### config.mk
export PLATFORM = sky130hd
export DESIGN_NAME = plab5_mcore_mem_net_arb
export DESIGN_NICKNAME = d
export VERILOG_FILES = /design/src/rtl/plab5_mcore_mem_net_arb_pkg.sv /design/src/rtl/plab5_mcore_resp_slot_buf.sv /design/src/rtl/plab5_mcore_mem_net_arb.sv
export SDC_FILE = /design/constraint.sdc
export NUM_CORES = 1
export LEC_CHECK = 0
export CAP_MARGIN = 40
export CELL_PAD_IN_SITES_DETAIL_PLACEMENT = 1
export CELL_PAD_IN_SITES_GLOBAL_PLACEMENT = 1
export CORE_AREA = 2 2 149 151
export DETAILED_ROUTE_END_ITERATION = 6
export DIE_AREA = 0 0 151 153
export HOLD_SLACK_MARGIN = 0.02
export PLACE_DENSITY_LB_ADDON = 0.1
export SLEW_MARGIN = 30
export SYNTH_ARGS = -nofsm -noshare
export SYNTH_HDL_FRONTEND = slang
export SYNTH_SLANG_ARGS = --single-unit
### constraint.sdc
create_clock -name clk -period 3.5 [get_ports clk]
set_input_delay 1.05 -clock clk [delete_from_list [all_inputs] [get_ports clk]]
set_output_delay 1.05 -clock clk [all_outputs]
set_load 0.01 [all_outputs]
### src/rtl/plab5_mcore_mem_net_arb_pkg.sv
// Shared definitions for the two-domain memory network arbiter.
package plab5_mcore_mem_net_arb_pkg;

  // Memory message field widths; the request and response widths are built from them.
  localparam int unsigned MEM_TYPE_NBITS   = 3;
  localparam int unsigned MEM_OPAQUE_NBITS = 8;
  localparam int unsigned MEM_ADDR_NBITS   = 32;
  localparam int unsigned MEM_LEN_NBITS    = 2;
  localparam int unsigned MEM_DATA_NBITS   = 32;

  localparam int unsigned MEM_REQ_NBITS  = MEM_TYPE_NBITS + MEM_OPAQUE_NBITS
                                         + MEM_ADDR_NBITS + MEM_LEN_NBITS + MEM_DATA_NBITS;
  localparam int unsigned MEM_RESP_NBITS = MEM_TYPE_NBITS + MEM_OPAQUE_NBITS
                                         + MEM_LEN_NBITS + MEM_DATA_NBITS;

  // Field layout of the memory messages carried on the ports.
  typedef struct packed {
    logic [MEM_TYPE_NBITS-1:0]   msg_type;
    logic [MEM_OPAQUE_NBITS-1:0] opaque;
    logic [MEM_ADDR_NBITS-1:0]   addr;
    logic [MEM_LEN_NBITS-1:0]    len;
    logic [MEM_DATA_NBITS-1:0]   data;
  } mem_req_msg_t;

  typedef struct packed {
    logic [MEM_TYPE_NBITS-1:0]   msg_type;
    logic [MEM_OPAQUE_NBITS-1:0] opaque;
    logic [MEM_LEN_NBITS-1:0]    len;
    logic [MEM_DATA_NBITS-1:0]   data;
  } mem_resp_msg_t;

  // Security domain of a requester.
  typedef enum logic {
    DOMAIN_P0 = 1'b0,
    DOMAIN_P1 = 1'b1
  } domain_e;

  // Scheduling mode.
  typedef enum logic {
    MODE_RR  = 1'b0,
    MODE_TDM = 1'b1
  } mode_e;

endpackage

### src/rtl/plab5_mcore_resp_slot_buf.sv
// One-entry response buffer holding a single memory response for one domain.
module plab5_mcore_resp_slot_buf
  import plab5_mcore_mem_net_arb_pkg::*;
#(
  parameter int unsigned p_nbits = MEM_RESP_NBITS
) (
  input  logic               clk,
  input  logic               reset,
  input  logic               enq_val,
  output logic               enq_rdy,
  input  logic [p_nbits-1:0] enq_msg,
  output logic               deq_val,
  input  logic               deq_rdy,
  output logic [p_nbits-1:0] deq_msg
);

  logic               full;
  logic [p_nbits-1:0] data;

  assign enq_rdy = !full;
  assign deq_val = full;
  assign deq_msg = data;

  // Fill on enqueue, empty on dequeue; the two cannot coincide since enq needs empty, deq needs full.
  always_ff @(posedge clk or negedge reset) begin
    if (!reset) begin
      full <= 1'b0;
      data <= '0;
    end else if (enq_val && enq_rdy) begin
      full <= 1'b1;
      data <= enq_msg;
    end else if (deq_val && deq_rdy) begin
      full <= 1'b0;
    end
  end

endmodule

### src/rtl/plab5_mcore_mem_net_arb.sv
// Two-domain memory arbiter: TDM secure scheduling or round-robin, one outstanding request.
module plab5_mcore_mem_net_arb
  import plab5_mcore_mem_net_arb_pkg::*;
#(
  parameter int unsigned p_req_nbits    = MEM_REQ_NBITS,
  parameter int unsigned p_resp_nbits   = MEM_RESP_NBITS,
  parameter int unsigned p_slot_cycles  = 8,
  parameter int unsigned p_issue_window = 4
) (
  input  logic                             clk,
  input  logic                             reset,
  input  logic                             mode,

  input  logic [p_req_nbits-1:0]           req_in_msg_p0,
  input  logic                             req_in_val_p0,
  output logic                             req_in_rdy_p0,
  input  logic [p_req_nbits-1:0]           req_in_msg_p1,
  input  logic                             req_in_val_p1,
  output logic                             req_in_rdy_p1,

  output logic [p_resp_nbits-1:0]          resp_out_msg_p0,
  output logic                             resp_out_val_p0,
  input  logic                             resp_out_rdy_p0,
  output logic [p_resp_nbits-1:0]          resp_out_msg_p1,
  output logic                             resp_out_val_p1,
  input  logic                             resp_out_rdy_p1,

  output logic [p_req_nbits-1:0]           req_out_msg,
  output logic                             req_out_domain,
  output logic                             req_out_val,
  input  logic                             req_out_rdy,

  input  logic [p_resp_nbits-1:0]          resp_in_msg,
  input  logic                             resp_in_val,
  output logic                             resp_in_rdy,

  output logic                             cur_owner,
  output logic [$clog2(p_slot_cycles)-1:0] slot_cnt
);

  localparam int unsigned SLOT_W = $clog2(p_slot_cycles);

  logic outstanding;
  logic tag;
  logic mode_q;
  logic rr_pref;

  logic grant_p0;
  logic grant_p1;
  logic issue;
  logic resp_fire;
  logic slot_last;
  logic in_window;
  logic mode_ld;
  logic mode_nxt;

  logic buf_enq_val_p0;
  logic buf_enq_val_p1;
  logic buf_enq_rdy_p0;
  logic buf_enq_rdy_p1;
  logic buf_val_p0;
  logic buf_val_p1;

  assign slot_last = (slot_cnt == SLOT_W'(p_slot_cycles - 1));
  assign in_window = (32'(slot_cnt) < 32'(p_issue_window));

  // Grant selection; everything is forced off while reset is held so no handshake leaks out.
  always_comb begin
    logic elig_p0;
    logic elig_p1;
    grant_p0 = 1'b0;
    grant_p1 = 1'b0;
    elig_p0  = !outstanding && !buf_val_p0;
    elig_p1  = !outstanding && !buf_val_p1;
    if (reset) begin
      if (mode_q == MODE_TDM) begin
        if (in_window) begin
          if (cur_owner == DOMAIN_P0) grant_p0 = elig_p0;
          else                        grant_p1 = elig_p1;
        end
      end else begin
        if (req_in_val_p0 && elig_p0 &&
            (!(req_in_val_p1 && elig_p1) || rr_pref == DOMAIN_P0)) begin
          grant_p0 = 1'b1;
        end else if (req_in_val_p1 && elig_p1) begin
          grant_p1 = 1'b1;
        end
      end
    end
  end

  // Request path is a pure combinational pass-through of the granted port.
  assign req_in_rdy_p0  = grant_p0 && req_out_rdy;
  assign req_in_rdy_p1  = grant_p1 && req_out_rdy;
  assign req_out_val    = (grant_p0 && req_in_val_p0) || (grant_p1 && req_in_val_p1);
  assign req_out_domain = grant_p1;
  assign req_out_msg    = grant_p0 ? req_in_msg_p0 :
                          grant_p1 ? req_in_msg_p1 : '0;
  assign issue          = req_out_val && req_out_rdy;

  // Target buffer is always empty while a request is outstanding; the term only documents that.
  assign resp_in_rdy    = outstanding && (tag == DOMAIN_P1 ? buf_enq_rdy_p1 : buf_enq_rdy_p0);
  assign resp_fire      = resp_in_val && resp_in_rdy;
  assign buf_enq_val_p0 = resp_fire && (tag == DOMAIN_P0);
  assign buf_enq_val_p1 = resp_fire && (tag == DOMAIN_P1);

  // Mode only changes with nothing in flight, and in TDM only at the end of a slot.
  assign mode_ld  = !outstanding && ((mode_q == MODE_RR) || slot_last);
  assign mode_nxt = mode_ld ? mode : mode_q;

  // Slot timer, mode register and outstanding-request tracking.
  always_ff @(posedge clk or negedge reset) begin
    if (!reset) begin
      outstanding <= 1'b0;
      tag         <= DOMAIN_P0;
      mode_q      <= MODE_RR;
      slot_cnt    <= '0;
      cur_owner   <= DOMAIN_P0;
      rr_pref     <= DOMAIN_P0;
    end else begin
      mode_q <= mode_nxt;
      if (mode_nxt == MODE_RR || mode_q == MODE_RR) begin
        slot_cnt  <= '0;
        cur_owner <= DOMAIN_P0;
      end else if (slot_last) begin
        slot_cnt  <= '0;
        cur_owner <= !cur_owner;
      end else begin
        slot_cnt  <= slot_cnt + SLOT_W'(1);
      end
      if (issue) begin
        outstanding <= 1'b1;
        tag         <= req_out_domain;
        rr_pref     <= !req_out_domain;
      end else if (resp_fire) begin
        outstanding <= 1'b0;
      end
    end
  end

  plab5_mcore_resp_slot_buf #(.p_nbits(p_resp_nbits)) resp_buf_p0 (
    .clk     (clk),
    .reset   (reset),
    .enq_val (buf_enq_val_p0),
    .enq_rdy (buf_enq_rdy_p0),
    .enq_msg (resp_in_msg),
    .deq_val (buf_val_p0),
    .deq_rdy (resp_out_rdy_p0),
    .deq_msg (resp_out_msg_p0)
  );

  plab5_mcore_resp_slot_buf #(.p_nbits(p_resp_nbits)) resp_buf_p1 (
    .clk     (clk),
    .reset   (reset),
    .enq_val (buf_enq_val_p1),
    .enq_rdy (buf_enq_rdy_p1),
    .enq_msg (resp_in_msg),
    .deq_val (buf_val_p1),
    .deq_rdy (resp_out_rdy_p1),
    .deq_msg (resp_out_msg_p1)
  );

  assign resp_out_val_p0 = buf_val_p0;
  assign resp_out_val_p1 = buf_val_p1;

endmodule

; ---- Word-level counts from Yosys, hierarchy flattened
; Cells that the tools add are included.
[word_totals]
regBits = 100
latchBits = 0
ram_bits = 0
rom_bits = 0
elab_cells = 75
memories = 0
[classes]
add_sub_neg = 1
multipliers = 0
div = 0
n_lt_le_gt_ge = 1
eq_ne = 1
shift = 0
n_mux = 25
bitwise_logic = 4
reduce_logical = 33
[op_table]
columns = op, n
row1 = $mux 77, 2
row2 = $mux 1, 21
row3 = $logic_and 1x1->1, 19
row4 = $reduce_bool 2->1, 4
row5 = $logic_not 1->1, 6
row6 = $mux 3, 2
row7 = $logic_or 1x1->1, 4
row8 = $not 1->1, 4
row9 = $add 3x1->3 const B, 1
row10 = $eq 3x3->1 const B, 1
row11 = $lt 3x3->1 const B, 1

; ---- Logic depth before layout (Yosys ltp)
[depth]
ltp_word = 13
mapped_depth = 8

; ---- Hierarchy
; From an unflattened synthesis, not the netlist that was laid out.
[unflattened]
hier_cells = 345
area_unflattened_um2 = 5136.2
[modules_own_cells]
columns = module, n_inst, cells_each, area_per_inst_um2
row1 = plab5_mcore_resp_slot_buf, 2, 99, 1929.4
row2 = plab5_mcore_mem_net_arb, 1, 147, 1277.5

; ---- Least setup slack after synthesis
; No wires, ideal clock.
[synth_path]
path_type = input to output
startpoint = input port req_in_val_p0
endpoint = output port req_out_msg[42]
arrival_time_ns = 2.079
t_required_ns = 2.450
path_slack_ns = 0.371
cell_stages = 7
path_cell_list = nor4b_2 > o31ai_1 > and2_1 > buf_2 > buf_6 > buf_6 > a22o_1
[synth_via]
elab_chain_len = 7
elab_cells_between_ends = 10
classes_between = mux (8) / reduce/logical (2)
[synth_lines]
columns = element, line
row1 = start: declaration, plab5_mcore_mem_net_arb.sv:15  ; input logic req_in_val_p0,
row2 = $logic_and 1x1->1 * (2 in a row), plab5_mcore_mem_net_arb.sv:82  ; if (req_in_val_p0 && elig_p0 &&
row3 = $mux 1, plab5_mcore_mem_net_arb.sv:82
row4 = $mux 1, plab5_mcore_mem_net_arb.sv:76  ; if (mode_q == MODE_TDM) begin
row5 = $mux 1, plab5_mcore_mem_net_arb.sv:75  ; if (reset) begin
row6 = $mux 77, plab5_mcore_mem_net_arb.sv:98  ; grant_p1 ? req_in_msg_p1 : '0;
row7 = $mux 77 *, plab5_mcore_mem_net_arb.sv:97  ; assign req_out_msg = grant_p0 ? req_in_msg_p0 :
row8 = end: declaration, plab5_mcore_mem_net_arb.sv:28  ; output logic [p_req_nbits-1:0] req_out_msg,
; Mark *: on every way between the ends. The rest lies on a longest branch, timed or not.

; ---- Worst setup path after layout
[layout_path]
startpoint = input port req_in_val_p0
endpoint = output port req_out_msg[28]
; Same word-level chain as after synthesis.

==> metrics.md <==
| Metric | Value |
|---|---|
| Status | complete, no violations |
| Initial antenna violation count | 2 |
| CP Capture Type | output port |
| Hold Fails Final Rpt | 0 |
| Crit path DAT | 2440 ps |
| CTS tree | yes |
| Post-synthesis sequential area ratio | 0.5352 |
| Total Neg Setup Slack | 0 ps |
| Post-Syn Area | 4676 um^2 |
| Vias in the first global route | 5,239 |
| Final Max Tran Viols | 0 |
| WHS | 482.9 ps |
| Seq cells post-synth | 100 |
| Die Area | 23,100 um^2 |
| Fillers | 2,301 |
| Via Count | 4,796 |
| First drt pass iteration count | 4 |
| Reg2Reg Depth | 5 |
| Max VDD drop | 361.2 uV |
| Total CTS buffers | 9 |
| Unrepaired setup endpoints after global routing | true |
| Crit path required time | 2450 ps |
| Core Area | 21,490 um^2 |
| Min-delay worst type | reg2reg |
| Cell variety after synth | 30 |
| DP Area | 8869 um^2 |
| Startpoint Class | input port |
| Fin util | 0.4372 |
| Final net count | 957 |
| Hold Path End | slot_cnt[0] |
| Root buffer cell | clkbuf_16 |
| Share of layout cells above drive strength 1 | 0.3112 |
| Total wire length | 24,210 um |
| Initial DRC Count | 108 |
| Area added between synthesis and finish | 100.9% |
| Tot GR Track Use | 0.2022 |
| Clk_lat worst skew | 340 ps |
| Critical path class | in2out |
| Reg2Reg Launch Point | resp_buf_p0.deq_val |
| Fin worst setup slack | 9.772 ps |
| Clk slew on worst S/H paths | 70 ps |
| Syn avg cell area | 13.75 um^2 |
| Lkg Pwr | 4.076 nW |
| Max-Cap Viols | 0 |
| Pre-CTS setup slack | -842.2 ps |
| Period minus WS final | 3490 ps |
| Post-synth net total | 550 |
| I/O pins | 386 |
| # hold bufs at CTS | 0 |
| Endpoints failing setup | 0 |
| Yosys Warn Count | 0 |
| First-pass GRT wire length | 34,310 um |
| Max Fclk | 0.2865 GHz |
| Largest net degree at the start of global routing | 50 |
| Worst hold path depth | 1 |
| Slew margin rel. | 0.5712 |
| Starting density of the core | 0.2176 |
| Placer Congestion | 0.8829 |
| Post-route DRC | 0 |
| # rows | 54 |
| Vias per inst | 4.643 |
| Port bufs | 385 |
| ANT nets after route | 0 |
| Sink Count | 100 |
| Crit share post-route | 0.9972 |
| Wirelength per Cell | 23.44 um |
| Final instance area | 9393 um^2 |
| Maximum buffer depth of the clock tree | 2 |
| PwrDens | 801.2 nW/um^2 |
| Setup Skew | 5.097 ps |
| DP HPWL | 17,850 um |
| Die width | 151 um |
| R2r setup slk | 1530 ps |
| CP max FO | 7 |
| Die H | 153 um |
| HP Start | slot_cnt[0] |
| Slew @ Worst Pin | 643.1 ps |
| H-tree levels | 3 |
| Cells after Synth | 340 |
| Reg2reg end | resp_buf_p0.deq_msg[28] |
| Grt total ovfl | 0 |
-- power by group --
part	internal (mW)	total (mW)	leakage (nW)	switching, mW
registers	1.74	2.08	1.19	0.340
logic	2.61	4.42	2.73	1.81
clock network	0.582	1.02	0.154	0.443
total	4.93	7.53	4.08	2.59
-- final cells by class --
type | instances | area, um^2 | share of cell area
inverter | 6 | 22.52 | 0.002398
tap | 280 | 350.3 | 0.03730
clock buffer | 10 | 239.0 | 0.02544
sequential | 100 | 2502 | 0.2664
antenna | 1 | 2.502 | 0.0002664
clock inverter | 6 | 70.07 | 0.007460
timing repair buffer | 424 | 4204 | 0.4476
multi-input combinational | 206 | 2002 | 0.2131
-- per-layer routing --
metal  vias to the layer above  global-route usage  wire length, um
met5                         -                   0                8
met4                         2             0.08233              955
met3                        45             0.06985             2301
met2                       231              0.3680            12440
met1                      2405              0.2097             8501
li1                       2113                   -                -
-- worst max-delay path by stage --
stage / start / end
2_1_floorplan: req_in_val_p0 / req_out_msg[42]
3_3_place_gp: req_in_val_p0 / req_out_msg[11]
3_5_place_dp: req_in_val_p0 / req_out_msg[39]
4_1_cts: req_in_val_p0 / req_out_msg[70]
5_1_grt: req_in_val_p0 / req_out_msg[28]
6_report: req_in_val_p0 / req_out_msg[28]
-- flip-flops by register name, summed over array words and instances, names as in the netlist --
name	flops
mode_q	1
resp_buf_p0.deq_val	1
rr_pref	1
outstanding	1
resp_buf_p0.deq_msg	45
resp_buf_p1.deq_val	1
resp_buf_p1.deq_msg	45
cur_owner	1
tag	1
slot_cnt	3
-- stage by stage --
stage	total power [mW]	std cells
global route	7.939	1033
detailed placement	6.270	992
global placement	6.162	992
finish	7.526	1033
CTS	7.621	1030
floorplan	3.787	340
-- logic make-up (layout without fill, tap and decap cells) --
kind of cell / count (synthesis) / count (layout) / synth area share
and+or+nand+nor: 25 / 25 / 0.03746
AOI/OAI and AO/OA: 89 / 89 / 0.1619
other: 0 / 1 / 0
muxes: 90 / 90 / 0.2168
buffers and inverters: 34 / 446 / 0.04335
DFF: 100 / 100 / 0.5352
adders and majority gates: 2 / 2 / 0.005351
-- critical path, cell delays in order --
cell,delay [ps]
buf_8,100
nor4b_4,130
o31ai_2,260
and2_4,240
buf_12,130
buf_8,120
buf_16,130
a22o_1,140
buf_2,140
-- synth_stat cells --
| cell | n | area [um^2] |
|---|---|---|
| dfrtp_1 | 100 | 2502 |
| mux2_2 | 90 | 1013 |
| a22o_1 | 77 | 674.4 |
| buf_2 | 21 | 105.1 |
| buf_6 | 6 | 67.56 |
| inv_1 | 6 | 22.52 |
| and3_1 | 5 | 31.28 |
| nand3_1 | 3 | 15.01 |
| nor2b_1 | 3 | 18.77 |
| o21ai_0 | 3 | 15.01 |
| and2_1 | 2 | 12.51 |
| ha_1 | 2 | 25.02 |
| nand3b_1 | 2 | 15.01 |
| nand4bb_1 | 2 | 22.52 |
| o21a_1 | 2 | 15.01 |
| o22ai_1 | 2 | 12.51 |
| a21bo_2 | 1 | 10.01 |
| a21o_1 | 1 | 7.510 |
| a21oi_1 | 1 | 5.000 |
| a32o_1 | 1 | 10.01 |
| and2b_1 | 1 | 7.510 |
| and3b_1 | 1 | 8.760 |
| buf_4 | 1 | 7.510 |
| nand2b_1 | 1 | 6.260 |
| nand4_1 | 1 | 6.260 |
| nor2_1 | 1 | 3.750 |
| nor3_1 | 1 | 5.000 |
| nor3b_1 | 1 | 7.510 |
| nor4b_2 | 1 | 15.01 |
| o31ai_1 | 1 | 7.510 |
-- layout by cell type (no fill, tap or decap), drive strengths merged, types with 3 or more instances in the layout --
cell / synthesis / final
buf: 28 / 110
nand3: 3 / 3
o21ai: 3 / 3
dfrtp: 100 / 100
inv: 6 / 9
mux2: 90 / 90
and3: 5 / 5
clkbuf: 0 / 18
a22o: 77 / 77
nor2b: 3 / 3
clkdlybuf4s50: 0 / 302
-- timing repair --
| item | 4_1_cts | 5_1_grt |
|---|---|---|
| endpoints found under the setup margin | 81 | 50 |
| gates cloned | 11 | 0 |
| pin swaps | 15 | 6 |
| gates resized for setup | 329 | 30 |
| setup buffers | 12 | 2 |
No activity file was read; power rests on OpenSTA's default activity.
